$ cat src/rtl/tick_divider_multi.sv
// Multi-channel programmable tick divider: per-channel one-cycle tick and 50% square wave,
// with shadowed divisor writes that take effect only at the channel's next wrap.
module tick_divider_multi #(
  parameter int          WIDTH       = 20,
  parameter int          NCH         = 4,
  parameter int unsigned DEFAULT_DIV = 625000
) (
  input  logic             fastclock,
  input  logic             reset,
  input  logic [NCH-1:0]   enable,
  input  logic             sync_clear,
  input  logic             load,
  input  logic [3:0]       load_ch,
  input  logic [WIDTH-1:0] load_div,
  output logic [NCH-1:0]   tick,
  output logic [NCH-1:0]   sq,
  output logic [NCH-1:0]   pending
);

  localparam logic [WIDTH-1:0] DEFAULT_DIV_W = WIDTH'(DEFAULT_DIV);

  genvar gi;
  generate
    for (gi = 0; gi < NCH; gi++) begin : g_ch
      logic [WIDTH-1:0] count_reg, count_next;
      logic [WIDTH-1:0] active_reg, active_next;
      logic [WIDTH-1:0] shadow_reg, shadow_next;
      logic             pending_reg, pending_next;
      logic             tick_reg, tick_next;
      logic             sq_reg, sq_next;
      logic             wrap;
      logic             write;

      // sync_clear outranks the wrap, so it also blocks a pending divisor from applying.
      assign wrap  = enable[gi] && !sync_clear && (count_reg == active_reg);
      assign write = load && (load_ch == 4'(gi));

      always_comb begin
        count_next   = count_reg;
        active_next  = active_reg;
        shadow_next  = shadow_reg;
        pending_next = pending_reg;
        tick_next    = tick_reg;
        sq_next      = sq_reg;

        if (!enable[gi] || sync_clear) begin
          count_next = '0;
          tick_next  = 1'b0;
          sq_next    = 1'b0;
        end else if (wrap) begin
          count_next = '0;
          tick_next  = 1'b1;
          sq_next    = ~sq_reg;
        end else begin
          count_next = count_reg + 1'b1;
          tick_next  = 1'b0;
        end

        // A same-cycle write lands in the shadow only; the wrap uses the value already there.
        if (pending_reg && (wrap || !enable[gi])) begin
          active_next  = shadow_reg;
          pending_next = 1'b0;
        end

        if (write) begin
          shadow_next  = load_div;
          pending_next = 1'b1;
        end
      end

      always_ff @(posedge fastclock or posedge reset) begin
        if (reset) begin
          count_reg   <= '0;
          active_reg  <= DEFAULT_DIV_W;
          shadow_reg  <= DEFAULT_DIV_W;
          pending_reg <= 1'b0;
          tick_reg    <= 1'b0;
          sq_reg      <= 1'b0;
        end else begin
          count_reg   <= count_next;
          active_reg  <= active_next;
          shadow_reg  <= shadow_next;
          pending_reg <= pending_next;
          tick_reg    <= tick_next;
          sq_reg      <= sq_next;
        end
      end

      assign tick[gi]    = tick_reg;
      assign sq[gi]      = sq_reg;
      assign pending[gi] = pending_reg;
    end
  endgenerate

endmodule

$ cat config.mk
export PLATFORM = sky130hd
export DESIGN_NAME = tick_divider_multi
export DESIGN_NICKNAME = d
export VERILOG_FILES = /design/src/rtl/tick_divider_multi.sv
export SDC_FILE = /design/constraint.sdc
export NUM_CORES = 1
export LEC_CHECK = 0
export ABC_AREA = 1
export CORE_ASPECT_RATIO = 0.8
export CORE_UTILIZATION = 50
export CTS_CLUSTER_SIZE = 30
export DETAILED_ROUTE_END_ITERATION = 16
export GPL_ROUTABILITY_DRIVEN = 0
export PLACE_DENSITY_LB_ADDON = 0.25
export SLEW_MARGIN = 0
export SYNTH_ARGS = -nofsm -noshare
export SYNTH_HDL_FRONTEND = slang
export SYNTH_SLANG_ARGS = --single-unit
$ cat constraint.sdc
create_clock -name fastclock -period 8.65 [get_ports fastclock]
set_clock_uncertainty 0.15 [all_clocks]
set_input_delay 1.73 -clock fastclock [delete_from_list [all_inputs] [get_ports fastclock]]
set_output_delay 1.73 -clock fastclock [all_outputs]
set_load 0.02 [all_outputs]
==> results.py <==
metrics = {
    "run_status": {
        "outcome": "finished, final reports clean",
    },
    "worst_setup_path": {
        "critical_path.max_fanout": 23,
        "timing.critical_path.max_delay_family": "flip-flops",
        "critical_path.cell_chain": "clkdlybuf4s50_1",
        "worstPathRequired_ns": 6.77,
        "crit_slowest_cell": "dfrtp_1",
        "critical_path.n_buffers_inverters": 1,
        "slowest_delay_ns": 0.86,
        "worstPathArrival_ns": 2.14,
        "crit_path_end_kind": "output port",
        "startpoint_type_of_the_worst_setup_path": "flop",
        "critPathKind": "reg2out",
    },
    "final_layout": {
        "synthToLayoutAreaGrowth_pct": 12.5,
        "fillers": 2095,
        "fin_cells": 1796,
        "insertedDiodeCount": 0,
        "nets": 1500,
        "layout-drive-gt1-share": 0.117,
    },
    "min_path": {
        "worst_hold_path_type": "reg2reg",
    },
    "routing": {
        "antenna_left": 0,
        "wl_per_cell_um": 14.4,
        "drt-pass1-iter-count": 6,
        "drcViolationCount": 0,
        "vias": 8986,
        "route.final.wire_length_um": 25800,
        "drt_iter0_markers": 654,
        "avgViaCountPerCell": 5.00,
    },
    "clock_network": {
        "clock_pin_slew_of_the_registers_on_the_worst_case_setup_and_hold_paths_ns": 0.06,
        "latest_clock_arrival_within_the_worst_skew_pair_ns": 0.53,
        "tritoncts_clock_tree": "built",
        "clk_path_buf_depth": 3,
        "cts_setup_buffers": 0,
        "cts.root.buffer_cell": "clkbuf_16",
        "ctsHoldBuffers": 0,
        "cts.sinks": 252,
        "postCtsResizedCells": 0,
        "tritoncts_buffers": 26,
        "ctsHtreeMaxLevel": 1,
    },
    "synthesis": {
        "synth.avg_cell_area_um2": 8.35,
        "postSynth.topFlopCell": "dfrtp_1",
        "synth_nets": 1484,
        "synthMostInstantiatedCell": "nand2_1",
        "ys_seq_elements": 252,
        "synth_top_cell_by_area": "dfrtp_1",
        "dominant_combinational_cell_family_by_area_after_synthesis": "simple AND/OR/NAND/NOR gates",
        "post_synth_fa_ha_maj_area_fraction": 0.00414,
        "synthCells": 1448,
        "synth_area_leaders": "dfrtp_1 (39%), nand2_1 (14%), dfstp_2 (14%), nand3_1 (4.6%), nor2_1 (4.3%)",
        "synth_enable_flop_cells": 0,
        "synth_top_area_share": 0.389,
        "synth_area_um2": 12100,
        "postSynth.asyncResetShare": 1.00,
        "yosysSeqAreaShare": 0.528,
        "yosys.area_share.xor_xnor": 0.0666,
        "yosys-top-cells-count": "nand2_1 (457), dfrtp_1 (188), nor2_1 (139)",
        "synth_simple_gate_area_frac": 0.283,
        "yosys_warnings": 0,
        "synth_compound_gate_area_share": 0.0416,
        "synth.mux.area_fraction": 0,
        "synth_unique_cells": 36,
    },
    "sta": {
        "finalSetupViolCount": 0,
        "final_critical_path_setup_slack_ns": 4.63,
        "slew_viol_final": 0,
        "timing.slew.headroom": 0.182,
        "fin_crit_ns": 4.02,
        "worst-slew-pin-transition_ns": 1.22,
        "report.final.hold_viol_count": 0,
        "fmax_mhz": 249,
        "post-route-period-util": 0.465,
        "final.setup.tns_ns": 0,
        "grt_setup_unrepaired": "no",
    },
    "floorplanning": {
        "fp-row-count": 50,
        "starting_density_of_the_core": 0.513,
        "die_width_um": 176,
        "die_h_um": 141,
        "die_area_um2": 24800,
        "ios": 44,
        "core_region_area_um2": 23600,
    },
    "power_and_ir_drop": {
        "worst_ir_drop_vdd_mv": 0.133,
        "cellLeakagePower_nw": 6.47,
        "power_density_nw_per_um2": 250,
    },
    "placed_design": {
        "placed_cells": 1748,
        "place_hpwl_um": 17900,
        "detailedPlace.worstSlack_ns": 4.38,
        "port_buffers": 43,
    },
    "global_route": {
        "grt_pass1_vias": 8531,
        "grt_antenna_before_repair": 0,
        "globalRouteOverflowTotal": 0,
        "grt_max_degree": 72,
        "global_route.usage.total": 0.216,
        "wire_length_of_the_first_global_routing_pass_um": 43100,
    },
    "flow_run": {
        "maxCapViolCount": 0,
    },
}
[report_power, final]
part           internal, mW  switching (mW)  leakage, nW
combinational         0.211           0.293         2.78
clock                 0.831           0.478        0.495
sequential             1.43           0.154         3.20
[per-stage QoR]
step           total power [mW]  cell area [µm²]  hold WS [ns]  utilization
2_1_floorplan              1.96            12100         0.291            -
3_3_place_gp               2.08            12600         0.302        0.534
3_5_place_dp               2.11            12600         0.312        0.534
4_1_cts                    3.43            13600         0.321        0.577
5_1_grt                    3.57            13600         0.331        0.577
6_report                   3.40            13600         0.317        0.577
[per-layer routing]
metal	GRT usage	wire length [µm]
met4	0.0416	366
met5	0	0
met3	0.0402	1370
met2	0.323	11300
met1	0.328	12700
[cell type report]
type	count	area [µm²]	share of cell area
multi-input combinational	990	4780	0.351
timing repair buffer	52	498	0.0366
sequential	252	6390	0.469
clock inverter	13	251	0.0185
inverter	142	537	0.0395
tap	312	390	0.0287
clock buffer	35	766	0.0563
[kinds of logic after synthesis]
logic type      after synthesis
compound gates               98
xor+xnor                     92
fa+ha+maj                     4
buf+inv                     206
flops                       252
simple gates                796
[layout by cell type (no fill, tap or decap), types with 42 or more instances in the layout]
cell | netlist | routed
nand2_1 | 457 | 457
dfrtp_1 | 188 | 188
nor2_1 | 139 | 139
inv_1 | 133 | 132
nand3_1 | 111 | 111
o21ai_0 | 87 | 87
dfstp_2 | 64 | 64
xor2_1 | 50 | 50
clkdlybuf4s50_1 | 0 | 43
xnor2_1 | 42 | 42
[path summary, 6_finish.rpt]
| kind | start | cells after the start | slack (ns) | end |
|---|---|---|---|---|
| worst max-delay path | g_ch[1].pending_reg$_DFFE_PP0P_ | 1 | 4.63 | pending[1] |
| worst min-delay path | g_ch[2].sq_reg$_DFFE_PP0P_ | 1 | 0.32 | g_ch[2].sq_reg$_DFFE_PP0P_ |
| worst max register to register | g_ch[2].active_reg[19]$_DFFE_PP1P_ | 11 | 6.26 | g_ch[2].active_reg[9]$_DFFE_PP0P_ |
| worst min register to register | g_ch[2].sq_reg$_DFFE_PP0P_ | 1 | 0.32 | g_ch[2].sq_reg$_DFFE_PP0P_ |
| max in group asynchronous | reset | 4 | 5.04 | g_ch[0].shadow_reg[2]$_DFFE_PP0P_ |
| min in group asynchronous | reset | 2 | 1.44 | g_ch[0].count_reg[15]$_DFF_PP0_ |
(Power assumes the default switching activity.)
